--- src/rtl/wb_stage_pkg.sv ---
// wb_stage_pkg: shared widths, load-select bit indices and settle-FSM state
// encodings for the write-back stage and its load alignment helper.
package wb_stage_pkg;

    localparam int GPR_W      = 5;
    localparam int WORD_W     = 32;
    localparam int LOAD_SEL_W = 7;

    // One-hot load select: {LWR,LWL,LW,LHU,LH,LBU,LB}
    localparam int LOAD_LB_BIT  = 0;
    localparam int LOAD_LBU_BIT = 1;
    localparam int LOAD_LH_BIT  = 2;
    localparam int LOAD_LHU_BIT = 3;
    localparam int LOAD_LW_BIT  = 4;
    localparam int LOAD_LWL_BIT = 5;
    localparam int LOAD_LWR_BIT = 6;

    typedef enum logic {
        ST_IDLE   = 1'b0,
        ST_BUBBLE = 1'b1
    } settle_state_e;

endpackage

--- src/rtl/wb_stage_if.sv ---
// wb_stage_if: MEM -> WB hand-over bundle.
//   master : MEM side, drives MEM_* payload and valid, observes WB_allowin_w_o
//   slave  : WB side, samples MEM_* and drives WB_allowin_w_o
//
// Handshake: an instruction transfers on every rising edge where
// MEM_valid_w_i && WB_allowin_w_o. While MEM_valid_w_i=1 and
// WB_allowin_w_o=0, MEM holds valid and the whole payload stable.
// WB_allowin_w_o is registered and never depends on MEM_valid_w_i.
interface wb_stage_if;
    import wb_stage_pkg::*;

    logic                  MEM_valid_w_i;
    logic [GPR_W-1:0]      MEM_writeNum_i;
    logic [WORD_W-1:0]     MEM_finalRes_i;
    logic [WORD_W-1:0]     MEM_VAddr_i;
    logic [WORD_W-1:0]     MEM_rtData_i;
    logic                  MEM_memReq_i;
    logic [LOAD_SEL_W-1:0] MEM_loadSel_i;
    logic [1:0]            MEM_alignCheck_i;
    logic                  MEM_isDangerous_i;
    logic                  MEM_exceptionRisk_i;
    logic                  WB_allowin_w_o;

    modport master (
        output MEM_valid_w_i, MEM_writeNum_i, MEM_finalRes_i, MEM_VAddr_i,
               MEM_rtData_i, MEM_memReq_i, MEM_loadSel_i, MEM_alignCheck_i,
               MEM_isDangerous_i, MEM_exceptionRisk_i,
        input  WB_allowin_w_o
    );

    modport slave (
        input  MEM_valid_w_i, MEM_writeNum_i, MEM_finalRes_i, MEM_VAddr_i,
               MEM_rtData_i, MEM_memReq_i, MEM_loadSel_i, MEM_alignCheck_i,
               MEM_isDangerous_i, MEM_exceptionRisk_i,
        output WB_allowin_w_o
    );

endinterface

--- src/rtl/wb_stage_load_align.sv ---
// load_align: combinational load result formatting.
//   load_sel_i : one-hot load type (0 = not a load, result is don't-care)
//   align_i    : vaddr[1:0]
//   word_i     : aligned bus read word
//   rt_i       : old rt value, merged by LWL/LWR
//   result_o   : value to write to the GPR
// Kept free of state so an early-forward path can reuse it.
module load_align
    import wb_stage_pkg::*;
(
    input  logic [LOAD_SEL_W-1:0] load_sel_i,
    input  logic [1:0]            align_i,
    input  logic [WORD_W-1:0]     word_i,
    input  logic [WORD_W-1:0]     rt_i,
    output logic [WORD_W-1:0]     result_o
);

    logic [7:0]  byte_w;
    logic [15:0] half_w;

    always_comb begin
        byte_w = word_i[7:0];
        case (align_i)
            2'd0: byte_w = word_i[7:0];
            2'd1: byte_w = word_i[15:8];
            2'd2: byte_w = word_i[23:16];
            2'd3: byte_w = word_i[31:24];
            default: byte_w = word_i[7:0];
        endcase
        half_w = align_i[1] ? word_i[31:16] : word_i[15:0];

        result_o = word_i;
        if (load_sel_i[LOAD_LB_BIT]) begin
            result_o = {{24{byte_w[7]}}, byte_w};
        end else if (load_sel_i[LOAD_LBU_BIT]) begin
            result_o = {24'd0, byte_w};
        end else if (load_sel_i[LOAD_LH_BIT]) begin
            result_o = {{16{half_w[15]}}, half_w};
        end else if (load_sel_i[LOAD_LHU_BIT]) begin
            result_o = {16'd0, half_w};
        end else if (load_sel_i[LOAD_LWL_BIT]) begin
            // Big-end fragment of the unaligned word lands in the high bytes
            case (align_i)
                2'd0: result_o = {word_i[7:0],  rt_i[23:0]};
                2'd1: result_o = {word_i[15:0], rt_i[15:0]};
                2'd2: result_o = {word_i[23:0], rt_i[7:0]};
                default: result_o = word_i;
            endcase
        end else if (load_sel_i[LOAD_LWR_BIT]) begin
            // Little-end fragment of the unaligned word lands in the low bytes
            case (align_i)
                2'd1: result_o = {rt_i[31:24], word_i[31:8]};
                2'd2: result_o = {rt_i[31:16], word_i[31:16]};
                2'd3: result_o = {rt_i[31:8],  word_i[31:24]};
                default: result_o = word_i;
            endcase
        end
    end

endmodule

--- src/rtl/wb_stage.sv ---
// wb_stage: final pipeline stage after MEM.
//   clk, rst             : clock, asynchronous active-low reset
//   mem_if (slave)       : MEM hand-over payload/valid in, WB_allowin_w_o out
//   data_rdata           : bus read word, captured with a memory instruction
//   WB_rfWen_o/Wnum/Wdata: GPR write port
//   WB_writeNum_w_o, WB_forwardData_w_o : ID forwarding path
//   WB_hasRisk_w_o       : exception-risk interlock back to MEM
//   debug_wb_*           : commit trace, mirrors the GPR write port
//   WB_retireCnt_o       : retired-instruction counter
//   WB_settleState_o     : settle FSM state for observation
module wb_stage
    import wb_stage_pkg::*;
(
    input  logic                clk,
    input  logic                rst,
    wb_stage_if.slave           mem_if,
    input  logic [WORD_W-1:0]   data_rdata,
    output logic                WB_hasRisk_w_o,
    output logic                WB_rfWen_o,
    output logic [GPR_W-1:0]    WB_rfWnum_o,
    output logic [WORD_W-1:0]   WB_rfWdata_o,
    output logic [GPR_W-1:0]    WB_writeNum_w_o,
    output logic [WORD_W-1:0]   WB_forwardData_w_o,
    output logic [WORD_W-1:0]   debug_wb_pc,
    output logic [3:0]          debug_wb_rf_wen,
    output logic [GPR_W-1:0]    debug_wb_rf_wnum,
    output logic [WORD_W-1:0]   debug_wb_rf_wdata,
    output logic [WORD_W-1:0]   WB_retireCnt_o,
    output settle_state_e       WB_settleState_o
);

    logic                  has_data_q, has_data_d;
    logic [GPR_W-1:0]      write_num_q;
    logic [WORD_W-1:0]     final_res_q;
    logic [WORD_W-1:0]     vaddr_q;
    logic [WORD_W-1:0]     rt_data_q;
    logic [LOAD_SEL_W-1:0] load_sel_q;
    logic [1:0]            align_q;
    logic                  dangerous_q;
    logic                  risk_q;
    logic [WORD_W-1:0]     ld_word_q;
    logic [WORD_W-1:0]     retire_cnt_q, retire_cnt_d;
    settle_state_e         state_q;
    logic                  allowin_q;

    logic                  take;
    logic [WORD_W-1:0]     load_res;
    logic [WORD_W-1:0]     wdata;
    logic                  rf_wen;

    assign take = mem_if.MEM_valid_w_i && allowin_q;

    // Without a take, WB only empties when it was open; while the bubble
    // holds allowin low the occupancy bit is left alone.
    assign has_data_d   = take ? 1'b1 : (allowin_q ? 1'b0 : has_data_q);
    assign retire_cnt_d = retire_cnt_q + {{(WORD_W-1){1'b0}}, has_data_q};

    always_ff @(posedge clk or negedge rst) begin
        if (!rst) begin
            has_data_q   <= 1'b0;
            write_num_q  <= '0;
            final_res_q  <= '0;
            vaddr_q      <= '0;
            rt_data_q    <= '0;
            load_sel_q   <= '0;
            align_q      <= '0;
            dangerous_q  <= 1'b0;
            risk_q       <= 1'b0;
            ld_word_q    <= '0;
            retire_cnt_q <= '0;
        end else begin
            has_data_q   <= has_data_d;
            retire_cnt_q <= retire_cnt_d;
            if (take) begin
                write_num_q <= mem_if.MEM_writeNum_i;
                final_res_q <= mem_if.MEM_finalRes_i;
                vaddr_q     <= mem_if.MEM_VAddr_i;
                rt_data_q   <= mem_if.MEM_rtData_i;
                load_sel_q  <= mem_if.MEM_loadSel_i;
                align_q     <= mem_if.MEM_alignCheck_i;
                dangerous_q <= mem_if.MEM_isDangerous_i;
                risk_q      <= mem_if.MEM_exceptionRisk_i;
                // data_ok coincides with the hand-over of a memory access
                if (mem_if.MEM_memReq_i) begin
                    ld_word_q <= data_rdata;
                end
            end
        end
    end

    // Settle FSM: a dangerous instruction leaving WB without a successor
    // closes allowin for one cycle so its side effects settle.
    always_ff @(posedge clk or negedge rst) begin
        if (!rst) begin
            state_q   <= ST_IDLE;
            allowin_q <= 1'b1;
        end else begin
            case (state_q)
                ST_IDLE: begin
                    if (has_data_q && dangerous_q && !take) begin
                        state_q   <= ST_BUBBLE;
                        allowin_q <= 1'b0;
                    end
                end
                ST_BUBBLE: begin
                    state_q   <= ST_IDLE;
                    allowin_q <= 1'b1;
                end
                default: begin
                    state_q   <= ST_IDLE;
                    allowin_q <= 1'b1;
                end
            endcase
        end
    end

    load_align u_load_align (
        .load_sel_i (load_sel_q),
        .align_i    (align_q),
        .word_i     (ld_word_q),
        .rt_i       (rt_data_q),
        .result_o   (load_res)
    );

    assign wdata  = (|load_sel_q) ? load_res : final_res_q;
    assign rf_wen = has_data_q && (|write_num_q);

    assign mem_if.WB_allowin_w_o = allowin_q;
    assign WB_hasRisk_w_o        = has_data_q && risk_q;
    assign WB_rfWen_o            = rf_wen;
    assign WB_rfWnum_o           = write_num_q;
    assign WB_rfWdata_o          = wdata;
    assign WB_writeNum_w_o       = has_data_q ? write_num_q : '0;
    assign WB_forwardData_w_o    = wdata;
    assign debug_wb_pc           = vaddr_q;
    assign debug_wb_rf_wen       = {4{rf_wen}};
    assign debug_wb_rf_wnum      = write_num_q;
    assign debug_wb_rf_wdata     = wdata;
    assign WB_retireCnt_o        = retire_cnt_q;
    assign WB_settleState_o      = state_q;

endmodule

--- src/flat_wrapper.sv ---
// flat-port wrapper written by rule: the top's interface ports become plain ports
module wb_stage_flat import wb_stage_pkg::*;
  (clk, rst, data_rdata, WB_hasRisk_w_o, WB_rfWen_o, WB_rfWnum_o, WB_rfWdata_o, WB_writeNum_w_o, WB_forwardData_w_o, debug_wb_pc, debug_wb_rf_wen, debug_wb_rf_wnum, debug_wb_rf_wdata, WB_retireCnt_o, WB_settleState_o, mem_if_MEM_valid_w_i, mem_if_MEM_writeNum_i, mem_if_MEM_finalRes_i, mem_if_MEM_VAddr_i, mem_if_MEM_rtData_i, mem_if_MEM_memReq_i, mem_if_MEM_loadSel_i, mem_if_MEM_alignCheck_i, mem_if_MEM_isDangerous_i, mem_if_MEM_exceptionRisk_i, mem_if_WB_allowin_w_o);
  wb_stage_if mem_if_i ();
  input  logic clk;
  input  logic rst;
  input  logic [WORD_W-1:0] data_rdata;
  output logic WB_hasRisk_w_o;
  output logic WB_rfWen_o;
  output logic [GPR_W-1:0] WB_rfWnum_o;
  output logic [WORD_W-1:0] WB_rfWdata_o;
  output logic [GPR_W-1:0] WB_writeNum_w_o;
  output logic [WORD_W-1:0] WB_forwardData_w_o;
  output logic [WORD_W-1:0] debug_wb_pc;
  output logic [3:0] debug_wb_rf_wen;
  output logic [GPR_W-1:0] debug_wb_rf_wnum;
  output logic [WORD_W-1:0] debug_wb_rf_wdata;
  output logic [WORD_W-1:0] WB_retireCnt_o;
  output settle_state_e WB_settleState_o;
  input wire logic [$bits(mem_if_i.MEM_valid_w_i)-1:0] mem_if_MEM_valid_w_i;
  input wire logic [$bits(mem_if_i.MEM_writeNum_i)-1:0] mem_if_MEM_writeNum_i;
  input wire logic [$bits(mem_if_i.MEM_finalRes_i)-1:0] mem_if_MEM_finalRes_i;
  input wire logic [$bits(mem_if_i.MEM_VAddr_i)-1:0] mem_if_MEM_VAddr_i;
  input wire logic [$bits(mem_if_i.MEM_rtData_i)-1:0] mem_if_MEM_rtData_i;
  input wire logic [$bits(mem_if_i.MEM_memReq_i)-1:0] mem_if_MEM_memReq_i;
  input wire logic [$bits(mem_if_i.MEM_loadSel_i)-1:0] mem_if_MEM_loadSel_i;
  input wire logic [$bits(mem_if_i.MEM_alignCheck_i)-1:0] mem_if_MEM_alignCheck_i;
  input wire logic [$bits(mem_if_i.MEM_isDangerous_i)-1:0] mem_if_MEM_isDangerous_i;
  input wire logic [$bits(mem_if_i.MEM_exceptionRisk_i)-1:0] mem_if_MEM_exceptionRisk_i;
  output wire logic [$bits(mem_if_i.WB_allowin_w_o)-1:0] mem_if_WB_allowin_w_o;
  assign mem_if_i.MEM_valid_w_i = mem_if_MEM_valid_w_i;
  assign mem_if_i.MEM_writeNum_i = mem_if_MEM_writeNum_i;
  assign mem_if_i.MEM_finalRes_i = mem_if_MEM_finalRes_i;
  assign mem_if_i.MEM_VAddr_i = mem_if_MEM_VAddr_i;
  assign mem_if_i.MEM_rtData_i = mem_if_MEM_rtData_i;
  assign mem_if_i.MEM_memReq_i = mem_if_MEM_memReq_i;
  assign mem_if_i.MEM_loadSel_i = mem_if_MEM_loadSel_i;
  assign mem_if_i.MEM_alignCheck_i = mem_if_MEM_alignCheck_i;
  assign mem_if_i.MEM_isDangerous_i = mem_if_MEM_isDangerous_i;
  assign mem_if_i.MEM_exceptionRisk_i = mem_if_MEM_exceptionRisk_i;
  assign mem_if_WB_allowin_w_o = mem_if_i.WB_allowin_w_o;
  wb_stage u_core (.clk(clk), .rst(rst), .mem_if(mem_if_i), .data_rdata(data_rdata), .WB_hasRisk_w_o(WB_hasRisk_w_o), .WB_rfWen_o(WB_rfWen_o), .WB_rfWnum_o(WB_rfWnum_o), .WB_rfWdata_o(WB_rfWdata_o), .WB_writeNum_w_o(WB_writeNum_w_o), .WB_forwardData_w_o(WB_forwardData_w_o), .debug_wb_pc(debug_wb_pc), .debug_wb_rf_wen(debug_wb_rf_wen), .debug_wb_rf_wnum(debug_wb_rf_wnum), .debug_wb_rf_wdata(debug_wb_rf_wdata), .WB_retireCnt_o(WB_retireCnt_o), .WB_settleState_o(WB_settleState_o));
endmodule
--- config.mk ---
export PLATFORM = sky130hd
export DESIGN_NAME = wb_stage_flat
export DESIGN_NICKNAME = d
export VERILOG_FILES = /design/src/rtl/wb_stage_pkg.sv /design/src/rtl/wb_stage_if.sv /design/src/rtl/wb_stage_load_align.sv /design/src/rtl/wb_stage.sv /design/src/flat_wrapper.sv
export SDC_FILE = /design/constraint.sdc
export NUM_CORES = 1
export LEC_CHECK = 0
export ABC_AREA = 1
export CAP_MARGIN = 25
export CELL_PAD_IN_SITES_DETAIL_PLACEMENT = 0
export CELL_PAD_IN_SITES_GLOBAL_PLACEMENT = 1
export CORE_ASPECT_RATIO = 0.8
export CORE_UTILIZATION = 30
export DETAILED_ROUTE_END_ITERATION = 10
export GPL_TIMING_DRIVEN = 1
export PLACE_DENSITY_LB_ADDON = 0.08
export REMOVE_ABC_BUFFERS = 1
export SYNTH_ARGS = -nofsm -noshare
export SYNTH_HDL_FRONTEND = slang
export SYNTH_HIERARCHICAL = 1
export SYNTH_SLANG_ARGS = --single-unit
--- constraint.sdc ---
create_clock -name clk -period 2.1 [get_ports clk]
set_input_delay 0.525 -clock clk [delete_from_list [all_inputs] [get_ports clk]]
set_output_delay 0.525 -clock clk [all_outputs]
set_load 0.02 [all_outputs]
==> impl_metrics.ini <==
[run_status]
outcome = finished with violations
violations = negative setup slack

[clock_tree]
hold_buffers = 0
clkSlewWorstSetupHoldPaths_ns = 0.08
clk_path_buf_depth = 2
cts-root-buf = clkbuf_16
cts_sinks = 179
clock_latency_ns = 0.45
htreeDepth = 4
cts_buffers = 17
cts_tree = done

[power_and_ir_drop]
powerDensity_nw_per_um2 = 2020
power_mw = 34.8
p_leak_nw = 9.07
ir_drop_mv = 1.64

[sta]
final.setup_skew_ns = 0.00899
slew_violations = 0
whs_ns = 0.00927
finalHoldViolCount = 0
worst_pin_slew_ns = 0.449
rsz0062_at_grt = yes
fin_crit_ns = 2.90
timing.final.ws_setup_ns = -0.804
max_freq_mhz = 344
setup_violations = 96
slew_headroom_pct = 70.1
fin_crit_sh_pct = 138

[grt]
grt_pass1_vias = 10904
track_usage_pct = 22.2
antenna_found_initial = 0
grt_pass1_wl_mm = 62.4
grt_max_degree = 89
overflow = 0

[run]
max_cap_viol_count = 0

[die]
ios = 331
initial_core_util_pct = 30.7
rows = 61
fp.dieArea_um2 = 36600
die_width_um = 214
core-area_um2 = 35000
die-height_um = 171

[placed_design]
dp_hpwl_mm = 29.7
io_buffers = 330
pre_cts_ws_ns = -0.995
gp_routability_congestion = 0.902
dpl.cell_count = 2470

[finish]
drive_gt1_share_pct = 25.2
syn_to_final_growth_pct = 60.1
antenna_cells = 0
n_fill_cell = 3508
finalNonFillerCells = 2518
post-route-util_pct = 49.1
nets = 2184

[detailed_routing]
dr.pass1.iters = 5
wl_per_cell_um = 16.1
via_per_inst = 4.53
drt_iter0_drc = 624
drt_wl_total_mm = 40.6
route.detailed.drc = 0
vias = 11418
drtAntennaViolNets = 0

[critical_path]
end_kind = output port
path_max_fanout = 7
path_class = reg2out
worstPathArrival_ns = 2.38
cp_data_required_time_ns = 1.57
worst_setup_path_start_kind = register

[synthesis]
synth-seq-cells = 179
netlist_area_um2 = 10700
synth_cell_types = 30
yosysSeqAreaShare_pct = 41.7
syn_avg_cell_area_um2 = 6.65
yosysWarnings = 6
synthCells = 1617

[hold_path]
min_path_type = in2async
==> per-layer routing <==
metal,share of wire [%],track usage (%),vias up
li1,-,-,5738
met1,50,33.0,5303
met2,42,32.4,356
met3,7.3,5.40,21
met4,0.82,4.13,0
met5,0,0,-
==> final cells by class <==
cell class	count	area [um^2]	share of cell area [%]
clock inverters	14	123	0.713
clock buffers	18	439	2.55
flip-flops and latches	179	4480	26.1
inverters	127	487	2.83
repair buffers	548	5480	31.9
well taps	472	591	3.43
multi-input cells	1160	5600	32.6
==> worst max-delay path, cell delays in order, from the launching register on <==
cell and delay [ns]:
dfrtp_1 0.38, buf_6 0.17, nor2_4 0.05, nor2_4 0.11, buf_6 0.12, buf_12 0.12, buf_12 0.12, nand2_4 0.05
nand3_4 0.07, nand3_2 0.09, nand2_1 0.07, nand2_1 0.06, nand2_1 0.07, inv_1 0.05, o21ai_1 0.14, buf_4 0.15
buf_6 0.11
==> synth_stat cells, drive strengths merged <==
cell | number | area share (%)
or2 | 2 | 0.12
nand3b | 8 | 0.56
o22ai | 7 | 0.41
a21oi | 27 | 1.3
inv | 127 | 4.4
o221ai | 8 | 0.65
nand3 | 108 | 5.0
xor2 | 11 | 0.90
dfstp | 1 | 0.24
buf | 114 | 7.2
clkbuf | 37 | 1.3
ha | 3 | 0.35
dfrtp | 178 | 41
xnor2 | 4 | 0.33
o211ai | 3 | 0.21
o21ai | 78 | 3.6
nor2 | 91 | 3.4
nor3 | 2 | 0.20
nand2 | 808 | 28
==> cells in the final DEF (no fill, tap or decap), types with 7 or more instances in the layout <==
| master | synthesis | final |
|---|---|---|
| a21oi_1 | 27 | 21 |
| buf_12 | 0 | 19 |
| buf_4 | 81 | 170 |
| buf_6 | 2 | 117 |
| clkbuf_16 | 0 | 18 |
| clkdlybuf4s50_1 | 0 | 195 |
| dfrtp_1 | 178 | 177 |
| dlygate4sd2_1 | 0 | 14 |
| dlymetal6s2s_1 | 0 | 19 |
| inv_1 | 124 | 109 |
| inv_2 | 3 | 15 |
| nand2_1 | 805 | 765 |
| nand2_2 | 3 | 34 |
| nand2_4 | 0 | 9 |
| nand3_1 | 108 | 73 |
| nand3_2 | 0 | 32 |
| nand3b_1 | 8 | 8 |
| nor2_1 | 86 | 73 |
| nor2_2 | 3 | 7 |
| nor2_4 | 2 | 11 |
| o21ai_0 | 73 | 16 |
| o21ai_1 | 5 | 23 |
| o21ai_2 | 0 | 22 |
| o21ai_4 | 0 | 17 |
| o221ai_1 | 8 | 7 |
| o22ai_1 | 7 | 7 |
| xor2_1 | 11 | 11 |
==> metrics by stage <==
step	cell area, um^2	setup TNS (ns)
final	17200	-68.89
after detailed placement	15500	-82.07
after floorplan	9830	-499.53
after global routing	17200	-82.70
after CTS	16700	-71.33
after global placement	15500	-80.21
==> where the power goes <==
part | internal [mW] | total (mW) | switching (mW)
clock network | 1.59 | 3.17 | 1.58
registers | 4.92 | 6.02 | 1.10
logic | 11.8 | 25.6 | 13.8
total | 18.3 | 34.8 | 16.5
==> kinds of logic after synthesis <==
group	share of synthesized area, %
AND/OR/NAND/NOR	37.6
XOR/XNOR	1.22
buffers and inverters	13.0
AO/OA/AOI/OAI	6.16
adder cells (fa/ha/maj)	0.349
flip-flops	41.7
==> path summary, 6_finish.rpt <==
kind	from	end	slack [ns]	cells past startpoint
hold / removal	rst	u_core/final_res_q[28]	0.009	1
min in group clk	u_core/final_res_q[3]	u_core/final_res_q[3]	0.48	2
max in group asynchronous	rst	u_core/debug_wb_pc[21]	1.43	2
hold reg to reg	u_core/final_res_q[3]	u_core/final_res_q[3]	0.48	2
setup reg to reg	u_core/has_data_q	u_core/WB_retireCnt_o[24]	0.22	9
setup / recovery	u_core/align_q[1]	WB_rfWdata_o[28]	-0.80	16
==> flip-flops by register name, indices dropped and copies added (netlist names) <==
name / cells
u_core/WB_retireCnt_o: 32
u_core/debug_wb_pc: 32
u_core/final_res_q: 32
u_core/ld_word_q: 32
u_core/rt_data_q: 32
u_core/load_sel_q: 7
u_core/WB_rfWnum_o: 5
u_core/align_q: 2
u_core/WB_settleState_o: 1
u_core/dangerous_q: 1
u_core/has_data_q: 1
u_core/mem_if.WB_allowin_w_o: 1
u_core/risk_q: 1
==> repair_timing <==
| action | CTS | global route |
|---|---|---|
| gates cloned | 3 | 1 |
| pin swaps | 65 | 58 |
| resized for setup | 753 | 153 |
| setup endpoints to repair | 114 | 120 |
| setup buffers | 15 | 8 |
(Power assumes the default switching activity.)
